<file path="src/rtl/btn_input_ctrl.sv">
// ---------------------------------------------------------------------------
// btn_input_ctrl
//   Multi-channel push-button front end. Every channel is synchronised,
//   debounced, and turned into press/release pulses, hold-to-repeat pulses
//   and a tick-based hold-duration counter. Channels are independent lanes,
//   one btn_chan instance each.
//
//   Ports (all in the sys_clk domain except btn_raw):
//     sys_clk        system clock
//     sys_rst_n      asynchronous active-low reset
//     btn_raw        raw asynchronous button levels, 1 = pressed
//     tick           one-cycle hold-timing strobe
//     level          debounced level per channel
//     press          one-cycle pulse on accepted 0->1
//     release_pulse  one-cycle pulse on accepted 1->0
//     repeat_pulse   press pulse plus auto-repeat pulses while held
//     hold_cnt       ticks held; channel i at [i*HOLD_WIDTH +: HOLD_WIDTH]
//
//   'release' and 'repeat' are SystemVerilog keywords, so those two outputs
//   carry a _pulse suffix.
// ---------------------------------------------------------------------------

// Per-channel lane: sync -> debounce -> edge/repeat/hold logic.
// All outputs are registered; nothing combinational from raw or tick.
module btn_chan #(
  parameter int DB_CYCLES     = 1000000,
  parameter int REPEAT_DELAY  = 50000000,
  parameter int REPEAT_PERIOD = 10000000,
  parameter bit REP_EN        = 1'b1,
  parameter int HOLD_WIDTH    = 16
) (
  input  logic                  sys_clk,
  input  logic                  sys_rst_n,
  input  logic                  raw,
  input  logic                  tick,
  output logic                  level,
  output logic                  press,
  output logic                  release_pulse,
  output logic                  repeat_pulse,
  output logic [HOLD_WIDTH-1:0] hold_cnt
);

  localparam int DW   = $clog2(DB_CYCLES + 1);
  localparam int RMAX = (REPEAT_DELAY > REPEAT_PERIOD) ? REPEAT_DELAY : REPEAT_PERIOD;
  localparam int RW   = $clog2(RMAX + 1);

  localparam logic [DW-1:0]         DB_LAST  = DW'(DB_CYCLES - 1);
  localparam logic [RW-1:0]         RP_DLY   = RW'(REPEAT_DELAY - 1);
  localparam logic [RW-1:0]         RP_PER   = RW'(REPEAT_PERIOD - 1);
  localparam logic [HOLD_WIDTH-1:0] HOLD_MAX = '1;

  logic [1:0]    sync_q;
  logic          s;
  logic [DW-1:0] db_cnt;
  logic [RW-1:0] rp_cnt;
  logic          accept;
  logic          rise;
  logic          fall;

  assign s      = sync_q[1];
  // The new level is taken on the edge where the mismatch has lasted
  // DB_CYCLES samples; rise/fall qualify that same edge.
  assign accept = (s != level) && (db_cnt == DB_LAST);
  assign rise   = accept && !level;
  assign fall   = accept &&  level;

  // Two-flop synchroniser for the asynchronous button level.
  always_ff @(posedge sys_clk or negedge sys_rst_n) begin
    if (!sys_rst_n) sync_q <= 2'b00;
    else            sync_q <= {sync_q[0], raw};
  end

  // Debounce: any return to equality restarts the count, so a glitch
  // shorter than DB_CYCLES never reaches the accept point.
  always_ff @(posedge sys_clk or negedge sys_rst_n) begin
    if (!sys_rst_n) begin
      db_cnt        <= '0;
      level         <= 1'b0;
      press         <= 1'b0;
      release_pulse <= 1'b0;
    end else begin
      press         <= rise;
      release_pulse <= fall;
      if (s == level) begin
        db_cnt <= '0;
      end else if (accept) begin
        db_cnt <= '0;
        level  <= ~level;
      end else begin
        db_cnt <= db_cnt + 1'b1;
      end
    end
  end

  // Auto-repeat. rp_cnt counts down while held; at zero the next cycle
  // pulses and the period reloads. A release on the firing edge wins.
  // Masked lanes keep only the press pulse (the counter is then dead
  // logic and is trimmed by synthesis).
  always_ff @(posedge sys_clk or negedge sys_rst_n) begin
    if (!sys_rst_n) begin
      rp_cnt       <= '0;
      repeat_pulse <= 1'b0;
    end else if (rise) begin
      rp_cnt       <= RP_DLY;
      repeat_pulse <= 1'b1;
    end else if (level && !fall) begin
      if (rp_cnt == '0) begin
        rp_cnt       <= RP_PER;
        repeat_pulse <= REP_EN;
      end else begin
        rp_cnt       <= rp_cnt - 1'b1;
        repeat_pulse <= 1'b0;
      end
    end else begin
      rp_cnt       <= '0;
      repeat_pulse <= 1'b0;
    end
  end

  // Hold counter. Cleared on the press edge (beats a coincident tick);
  // the tick during the press-pulse cycle and a tick on the release edge
  // are not counted. Frozen while released so the charge can be read out.
  always_ff @(posedge sys_clk or negedge sys_rst_n) begin
    if (!sys_rst_n) begin
      hold_cnt <= '0;
    end else if (rise) begin
      hold_cnt <= '0;
    end else if (level && tick && !press && !fall && (hold_cnt != HOLD_MAX)) begin
      hold_cnt <= hold_cnt + 1'b1;
    end
  end

endmodule

module btn_input_ctrl #(
  parameter int               BTN_NUM       = 5,
  parameter int               DB_CYCLES     = 1000000,
  parameter int               REPEAT_DELAY  = 50000000,
  parameter int               REPEAT_PERIOD = 10000000,
  parameter logic [BTN_NUM-1:0] REPEAT_MASK = {BTN_NUM{1'b1}},
  parameter int               HOLD_WIDTH    = 16
) (
  input  logic                          sys_clk,
  input  logic                          sys_rst_n,
  input  logic [BTN_NUM-1:0]            btn_raw,
  input  logic                          tick,
  output logic [BTN_NUM-1:0]            level,
  output logic [BTN_NUM-1:0]            press,
  output logic [BTN_NUM-1:0]            release_pulse,
  output logic [BTN_NUM-1:0]            repeat_pulse,
  output logic [BTN_NUM*HOLD_WIDTH-1:0] hold_cnt
);

  logic [BTN_NUM-1:0][HOLD_WIDTH-1:0] hold_lane;

  assign hold_cnt = hold_lane;

  for (genvar i = 0; i < BTN_NUM; i++) begin : g_chan
    btn_chan #(
      .DB_CYCLES     (DB_CYCLES),
      .REPEAT_DELAY  (REPEAT_DELAY),
      .REPEAT_PERIOD (REPEAT_PERIOD),
      .REP_EN        (REPEAT_MASK[i]),
      .HOLD_WIDTH    (HOLD_WIDTH)
    ) u_chan (
      .sys_clk       (sys_clk),
      .sys_rst_n     (sys_rst_n),
      .raw           (btn_raw[i]),
      .tick          (tick),
      .level         (level[i]),
      .press         (press[i]),
      .release_pulse (release_pulse[i]),
      .repeat_pulse  (repeat_pulse[i]),
      .hold_cnt      (hold_lane[i])
    );
  end

endmodule

</file>
<file path="config.mk">
export PLATFORM = sky130hd
export DESIGN_NAME = btn_input_ctrl
export DESIGN_NICKNAME = d
export VERILOG_FILES = /design/src/rtl/btn_input_ctrl.sv
export SDC_FILE = /design/constraint.sdc
export NUM_CORES = 1
export LEC_CHECK = 0
export CORE_ASPECT_RATIO = 0.5
export CORE_MARGIN = 5
export CORE_UTILIZATION = 45
export CTS_BUF_LIST = sky130_fd_sc_hd__clkbuf_8
export DETAILED_ROUTE_END_ITERATION = 7
export GPL_TIMING_DRIVEN = 0
export PLACE_DENSITY = 0.64
export SLEW_MARGIN = 20
export SYNTH_ARGS = -nofsm -noshare
export SYNTH_HDL_FRONTEND = slang
export SYNTH_SLANG_ARGS = --single-unit
</file>
<file path="constraint.sdc">
create_clock -name sys_clk -period 7.2 [get_ports sys_clk]
set_input_delay 1.44 -clock sys_clk [delete_from_list [all_inputs] [get_ports sys_clk]]
set_output_delay 1.44 -clock sys_clk [all_outputs]
set_load 0.01 [all_outputs]
</file>
### After elaboration in Yosys (flattened, before gate mapping)

Cells that the tools add are included.

* flip-flop bits (word level): 340
* input port bits: 8
* output and inout bits: 100
* word-level logic and storage cells: 205

* add/subtract/negate cells: 15
* equal/unequal tests: 20
* multiplexer cells: 50
* bitwise logic cells: 10
* reductions and logical operators: 70

Operator list (number)
* two-way mux 26 bit: 15
* two-way mux 20 bit: 10
* two-way mux 16 bit: 10
* logical NOT 26 bit: 5
* subtractor 26 x 1 -> 26 bit (second input constant): 5
* adder 20 x 1 -> 20 bit (second input constant): 5
* == test 20 bit (second input constant): 5
* adder 16 x 1 -> 16 bit (second input constant): 5
* inequality test 16 bit (second input constant): 5
* logical AND 1 bit: 40
* logical NOT 1 bit: 15
* two-way mux 1 bit: 15
* NOT 1 bit: 10
* AND reduction 2 bit: 5
* nonzero test 2 bit: 5
* == test 1 bit: 5
* inequality test 1 bit: 5

### Logic depth before layout (Yosys ltp)

Gate-level depths: netlist of the first run.

* word-level depth: 8
* mapped depth: 9
* mapped depth without buffers: 7

### Cells and area by module

Synthesis of the first run repeated with hierarchy kept, for this count alone.

* cells, all modules: 1792
* area, all modules: 17266.6 µm²

By module, submodules not included
* btn_chan (g_chan[1].u_chan ...): instances 3, cells an instance 360, area each 3478.3 µm², seq. area each 1701.6 µm²
* btn_chan (g_chan[0].u_chan ...): instances 2, cells an instance 356, area each 3415.8 µm², seq. area each 1701.6 µm²

### Least setup slack after synthesis of the first run

No wires, ideal clock.

* path kind: input port to flip-flop
* from: input port tick
* to: register g_chan[2].u_chan.hold_cnt[15]
* library setup time: 0.131 ns
* arrival time: 2.559 ns
* required time: 7.069 ns
* path slack: 4.510 ns
* cell stages on the path: 5
* path buffers: 0
* cells stage by stage: nand2b_1 > nor3_1 > o311ai_0 > or3b_2 > mux2i_1

* longest elaborated chain between the ends: 5

RTL lines
* start: declaration: line 146 `input logic tick,`
* logical AND 1 bit (4 in a row): line 128 `end else if (level && tick && !press && !fall && (hold_cnt != HOLD_MAX)) begin`
* nonzero test 2 bit (no source line)
* end signal: assignment: line 129 `hold_cnt <= hold_cnt + 1'b1;`
* end: declaration: line 40 `output logic [HOLD_WIDTH-1:0] hold_cnt`

Every way passes these cells.
A chain may end at the register's enable or synchronous reset.

### Final worst setup path of the first run

* from: input port tick
* to: register g_chan[0].u_chan.hold_cnt[4]

* longest elaborated chain between the ends: 5

RTL lines (line)
* logical AND 1 bit (4 in a row): 128
* nonzero test 2 bit (no source line)
* end signal: assignment: 129
* end: declaration: 40

Every way passes these cells.

==> impl_metrics.csv, run 1 <==
group,metric,value,unit
clock_network,cts_sinks,340,
clock_network,holdBufCountCts,0,
synthesis,synth_seq_area_share,0.5004,
power,p_total,0.003695,W
global_routing,grt.busiest_layer,"met2",
global_routing,grt_max_degree,96,
setup_path,endpoint_kind,"register",
status,status,"complete, no violations",
layout,fin_nets,1926,
setup_path,crit_slowest_cell,"clkdlybuf4s50_1",
floorplanning,rows,50,
detailed_routing,vias,13181,
floorplanning,die_h,147.5,um
floorplanning,start_util,0.4553,
global_routing,grt-ovfl-total,0,
power,peakVddDrop,103.0,uV
timing,tightestPinTransition,0.9839,ns
timing,max_freq,298.7,MHz
detailed_routing,postRouteAntennaNets,0,
setup_path,cpPeakStageDelay,0.90,ns
clock_network,cts_tree,"built",
synthesis,syn_area,17000,um^2
global_routing,grt_pass1_wl,65.74,mm
timing,period_needed,3.348,ns
synthesis,async_reset_ff_frac,1.000,
timing,report.final.slew_viol_count,0,
power,p_seq_frac,0.525,
power,p_int,0.002840,W
synthesis,syn_nets,1763,
clock_network,clk_pin_slew,0.07,ns
placement,placed_area,18780,um^2
power,switching_share,0.2315,
placement,place_ws,3.167,ns
layout,synthToLayoutAreaGrowth,16.98,%
layout,utilization,0.5326,
layout,nFillCells,3385,
floorplanning,die-area,42010,um^2
clock_network,htreeDepth,2,
layout,fin_cells,2438,
layout,final_cell_mix,"dfrtp_1, nor2_1, nand2_1, xnor2_1, clkdlybuf4s50_1",
detailed_routing,viasPerCell,5.406,
clock_network,post_cts_buffers,0,
setup_path,required,7.68,ns
setup_path,cp.arrival,3.83,ns
synthesis,ys_ff_latch,340,
clock_network,post_cts_resized,0,
detailed_routing,wl,38.47,mm
global_routing,met2_usage,0.3024,
floorplanning,core,37350,um^2
setup_path,path_max_fanout,7,
hold_path,hp-class,"register to register",
detailed_routing,drt-initial-drc-count,807,
clock_network,cts_buffer_depth,3,
global_routing,grt_use_met3,0.03405,
power,p_leak,9.299,nW
layout,fin_area,19890,um^2
timing,fin_worst_skew,0.01656,ns
layout,antennaDiodeCount,0,
timing,hold_viol_final,0,
placement,place_inst,2344,
synthesis,synth_edf_count,0,
placement,io_buffers,107,
global_routing,grt_pass1_vias,12892,
floorplanning,ios,108,
synthesis,yosys_most_used_dff,"dfrtp_1",
power,pwr-share-clk,0.450,
clock_network,cts_buffers,51,
setup_path,path_class,"input port to register",
placement,place_hpwl,26.41,mm
clock_network,clk_latency,0.60,ns
power,power_frac_comb,0.026,
timing,grt_setup_unrepaired,"no",
global_routing,globalRouteMet1Util,0.2575,
global_routing,track_usage,0.1851,
detailed_routing,firstDrtPassIters,5,
placement,place_congestion,0.8096,
global_routing,antenna_found_initial,1,
synthesis,yosysWarnings,0,
power,p_per_area,185.8,nW/um^2
floorplanning,fp.dieW,284.9,um
run,maxCapViolCount,0,
layout,drive_gt1_frac,0.08128,
setup_path,start_kind,"input port",
clock_network,root_buffer,"clkbuf_8",
setup_path,worstPathCellList,"clkdlybuf4s50_1 > nand2b_1 > a311oi_1 > a21boi_1 > a221o_1",
timing,setup_viol,0,
timing,worst_slack,3.852,ns
timing,finalCritPeriodShare,0.4650,
detailed_routing,drc,0,
detailed_routing,drt-wirelength-per-cell,15.78,um
timing,relSlewSlack,0.3390,
layout,layout_commonest_cell,"dfrtp_1",
synthesis,synth_area_per_cell,9.772,um^2
synthesis,syn_inst,1740,
power,switchingPower,0.0008552,W
synthesis,yosysUniqueCellTypes,71,
-- power groups by stage --
stage          clock network (W)  registers [W]  logic [W]
6_report                 0.00166        0.00194  0.0000959
5_1_grt                  0.00182        0.00194   0.000113
2_1_floorplan                  0        0.00197  0.0000303
3_5_place_dp                   0        0.00197   0.000100
4_1_cts                  0.00173        0.00194   0.000100
3_3_place_gp                   0        0.00198  0.0000937
-- worst max-delay path, delay by kind of cell --
family	cells	cell delay [ns]
AO/OA/AOI/OAI	3	1.29
buffers and inverters	1	0.90
AND/OR/NAND/NOR	1	0.19
-- layer usage --
metal / part of all wire / vias to the layer above
met5: 0 / -
met4: 0.020 / 0
met3: 0.033 / 57
met2: 0.47 / 173
met1: 0.47 / 6420
li1: - / 6531
-- cell type report --
| class | count | area, um^2 | area share |
|---|---|---|---|
| buffer | 75 | 386.6 | 0.01944 |
| clock buffer | 72 | 991.0 | 0.04982 |
| clock inverter | 22 | 100.1 | 0.005032 |
| inverter | 47 | 176.4 | 0.008869 |
| multi-input combinational | 1278 | 7953 | 0.3998 |
| sequential | 340 | 8508 | 0.4277 |
| tap | 494 | 618.1 | 0.03107 |
| timing repair buffer | 110 | 1159 | 0.05825 |
-- cells in the mapped netlist, drive strengths merged, types with 45 or more instances --
master	instances	area share
nand4	53	0.019
xor2	76	0.039
nand2	134	0.030
a21oi	84	0.027
dfrtp	340	0.50
nor4	55	0.021
or4	45	0.021
xnor2	124	0.064
nor3	79	0.024
nand3	94	0.028
nor2	193	0.043
inv	46	0.010
o21ai	48	0.014
-- sequential cells by signal, summed over array words and instances (netlist names) --
signal                       cells
g_chan.u_chan.level              5
g_chan.u_chan.sync_q            10
g_chan.u_chan.rp_cnt           130
g_chan.u_chan.hold_cnt          80
g_chan.u_chan.press              5
g_chan.u_chan.db_cnt           100
g_chan.u_chan.repeat_pulse       5
g_chan.u_chan.release_pulse      5
-- metrics by stage --
| stage | hold WS, ns | setup TNS, ns |
|---|---|---|
| 2_1_floorplan | 0.3312 | 0 |
| 3_3_place_gp | 0.3338 | -3555.32 |
| 3_5_place_dp | 0.3347 | 0 |
| 4_1_cts | 0.3500 | 0 |
| 5_1_grt | 0.3551 | 0 |
| 6_report | 0.3464 | 0 |
-- cell families (layout without fill, tap and decap cells) --
| kind of cell | count (synthesis) | count (layout) | share of synthesized area |
|---|---|---|---|
| AO/OA/AOI/OAI | 208 | 208 | 0.07594 |
| XOR/XNOR | 200 | 200 | 0.1030 |
| adder cells (fa/ha/maj) | 15 | 15 | 0.01104 |
| buffers and inverters | 122 | 326 | 0.03311 |
| flip-flops | 340 | 340 | 0.5004 |
| multiplexers | 44 | 44 | 0.02605 |
| AND/OR/NAND/NOR | 811 | 811 | 0.2505 |
-- worst paths after layout --
path	start	to	slack, ns	cells after the start
max	tick	g_chan[0].u_chan.hold_cnt[4]	3.85	5
min	g_chan[4].u_chan.sync_q[0]	g_chan[4].u_chan.sync_q[1]	0.35	0
max reg2reg	g_chan[0].u_chan.db_cnt[0]	g_chan[0].u_chan.hold_cnt[4]	4.22	6
min reg2reg	g_chan[4].u_chan.sync_q[0]	g_chan[4].u_chan.sync_q[1]	0.35	0
max in group asynchronous	sys_rst_n	g_chan[3].u_chan.repeat_pulse	5.08	3
min in group asynchronous	sys_rst_n	g_chan[0].u_chan.hold_cnt[13]	0.78	1
No activity file was read; power rests on OpenSTA's default activity.
==> run 2, diff against run 1 <==
==> constraint.sdc (replaced) <==
create_clock -name sys_clk -period 3.1 [get_ports sys_clk]
set_input_delay 0.62 -clock sys_clk [delete_from_list [all_inputs] [get_ports sys_clk]]
set_output_delay 0.62 -clock sys_clk [all_outputs]
set_load 0.01 [all_outputs]
==> run 2 against run 1 <==
Effect of this change:
- clock power grew 130%
- first-iteration DRC count grew 3.0%
- critical endpoint unchanged
- sequential share of layout area shrank 0.073 points
- sequential power grew 130%
- die area is the same
- worst setup slack lost 3.6 ns
==> impl_metrics.csv, run 2 (synthesis gave the netlist of run 1 again) <==
group,metric,value,unit
status,status,"complete, no violations",
detailed_routing,firstDrtPassIters,5,
setup_path,crit_slowest_cell,"nor4bb_2",
layout,nFillCells,3380,
timing,grt_setup_unrepaired,"yes",
timing,finalCritPeriodShare,0.9085,
global_routing,grt_use_met3,0.03405,
power,peakVddDrop,239.6,uV
setup_path,endpoint_kind,"register",
floorplanning,die-area,42010,um^2
global_routing,track_usage,0.1852,
layout,multi_input_area,7976,um^2
setup_path,cpPeakStageDelay,0.63,ns
layout,drive_gt1_frac,0.08329,
layout,fin_cells,2439,
timing,period_needed,2.816,ns
detailed_routing,vias,13164,
clock_network,cts_tree,"built",
timing,setup_tns,0,ns
layout,top_register,"g_chan.u_chan.rp_cnt",
timing,relSlewSlack,0.3465,
setup_path,start_kind,"register",
global_routing,grt_pass1_wl,65.76,mm
placement,io_buffers,107,
detailed_routing,viasPerCell,5.397,
detailed_routing,wl,38.53,mm
power,power_frac_comb,0.026,
floorplanning,core,37350,um^2
detailed_routing,drt-initial-drc-count,831,
timing,max_freq,355.1,MHz
layout,top_regs,"g_chan.u_chan.rp_cnt x130, g_chan.u_chan.db_cnt x100, g_chan.u_chan.hold_cnt x80",
power,p_per_area,430.6,nW/um^2
clock_network,cts_buffers,51,
placement,place_inst,2344,
clock_network,cts_sinks,340,
clock_network,clk_pin_slew,0.07,ns
clock_network,root_buffer,"clkbuf_8",
floorplanning,ios,108,
timing,report.final.slew_viol_count,0,
global_routing,grt.busiest_layer,"met2",
power,p_leak,9.306,nW
floorplanning,rows,50,
clock_network,clk_latency,0.60,ns
global_routing,grt_max_degree,96,
power,p_int,0.006596,W
timing,fin_worst_skew,0.01557,ns
clock_network,cts_buffer_depth,3,
global_routing,met2_usage,0.3024,
layout,final_cell_mix,"dfrtp_1, nor2_1, nand2_1, xnor2_1, clkdlybuf4s50_1",
detailed_routing,drc,0,
global_routing,globalRouteMet1Util,0.2576,
floorplanning,fp.dieW,284.9,um
clock_network,htreeDepth,2,
power,p_seq_frac,0.525,
detailed_routing,drt-wirelength-per-cell,15.80,um
floorplanning,die_h,147.5,um
setup_path,path_class,"register to register",
layout,antennaDiodeCount,0,
power,switching_share,0.2312,
timing,tightestPinTransition,0.9727,ns
placement,place_congestion,0.8096,
layout,largest_reg_flops,130,
setup_path,cp.arrival,3.30,ns
global_routing,grt-ovfl-total,0,
setup_path,required,3.58,ns
clock_network,post_cts_buffers,0,
layout,fin_nets,1927,
timing,setup_viol,0,
hold_path,hp-class,"register to register",
floorplanning,start_util,0.4553,
setup_path,worstPathCellList,"ha_1 > nand3_1 > nor4bb_2 > nand4_1 > a21boi_1 > a221o_1",
timing,hold_viol_final,0,
detailed_routing,postRouteAntennaNets,0,
setup_path,path_max_fanout,9,
layout,synthToLayoutAreaGrowth,17.18,%
power,switchingPower,0.001984,W
layout,seq_area,8508,um^2
placement,place_hpwl,26.41,mm
layout,layout_commonest_cell,"dfrtp_1",
run,maxCapViolCount,0,
power,p_total,0.008580,W
global_routing,grt_pass1_vias,12895,
power,pwr-share-clk,0.449,
global_routing,antenna_found_initial,1,
-- run 2: cell types whose count changed in the layout (fill, tap and decap cells not counted), sizes merged --
cell | previous run | this run
dlygate4sd3 | 0 | 1
-- run 2: cell type report --
class	count	area share
Timing Repair Buffer	111	0.05865
Clock buffer	72	0.04973
Buffer	75	0.01940
Tap cell	494	0.03102
Clock inverter	22	0.005024
Multi-Input combinational cell	1278	0.4003
Inverter	47	0.008854
Sequential cell	340	0.4270
-- run 2: worst max-delay path, delay by kind of cell, from the launching register on --
kind	cells	cell delay, ns
adder cells (fa/ha/maj)	1	0.20
flip-flops	1	0.40
AO/OA/AOI/OAI	2	0.78
AND/OR/NAND/NOR	3	1.32
-- run 2: worst paths after layout --
| path | depth (start not counted) | slack [ns] | endpoint | from |
|---|---|---|---|---|
| max | 6 | 0.28 | g_chan[0].u_chan.hold_cnt[4] | g_chan[0].u_chan.db_cnt[0] |
| min | 0 | 0.35 | g_chan[4].u_chan.sync_q[1] | g_chan[4].u_chan.sync_q[0] |
| max reg2reg | 6 | 0.28 | g_chan[0].u_chan.hold_cnt[4] | g_chan[0].u_chan.db_cnt[0] |
| min reg2reg | 0 | 0.35 | g_chan[4].u_chan.sync_q[1] | g_chan[4].u_chan.sync_q[0] |
| max in group asynchronous | 4 | 1.20 | g_chan[3].u_chan.repeat_pulse | sys_rst_n |
| min in group asynchronous | 2 | 0.56 | g_chan[0].u_chan.hold_cnt[13] | sys_rst_n |
-- run 2: power groups by stage --
| stage | clock network (W) | logic, W | registers, W |
|---|---|---|---|
| after floorplan | 0 | 0.0000704 | 0.00458 |
| after global placement | 0 | 0.000218 | 0.00459 |
| after detailed placement | 0 | 0.000233 | 0.00458 |
| after CTS | 0.00401 | 0.000234 | 0.00450 |
| after global routing | 0.00422 | 0.000264 | 0.00450 |
| final | 0.00385 | 0.000224 | 0.00450 |
-- run 2: through the flow --
step / hold slack, ns / utilization / worst slack [ns] / instance area, um^2
after floorplan: 0.3244 / - / 0.5914 / 17000
after global placement: 0.3338 / 0.5005 / -13.80 / 18690
after detailed placement: 0.3347 / 0.5028 / -0.1133 / 18780
after CTS: 0.3500 / 0.5323 / 0.1169 / 19880
after global routing: 0.3551 / 0.5335 / -0.004394 / 19930
final: 0.3459 / 0.5335 / 0.2836 / 19930
-- run 2: timing repair --
action / CTS / global route
hold buffers: 1 / 0
resized for setup: 0 / 4
endpoints found under the setup margin: 0 / 40
hold endpoints to repair: 66 / 0
-- run 2: per-layer routing --
layer / share of wire / routed length (um) / vias up
met5: 0 / 0 / -
met4: 0.020 / 759 / 0
met1: 0.47 / 18260 / 6406
li1: - / - / 6531
met2: 0.47 / 18240 / 170
met3: 0.033 / 1268 / 57
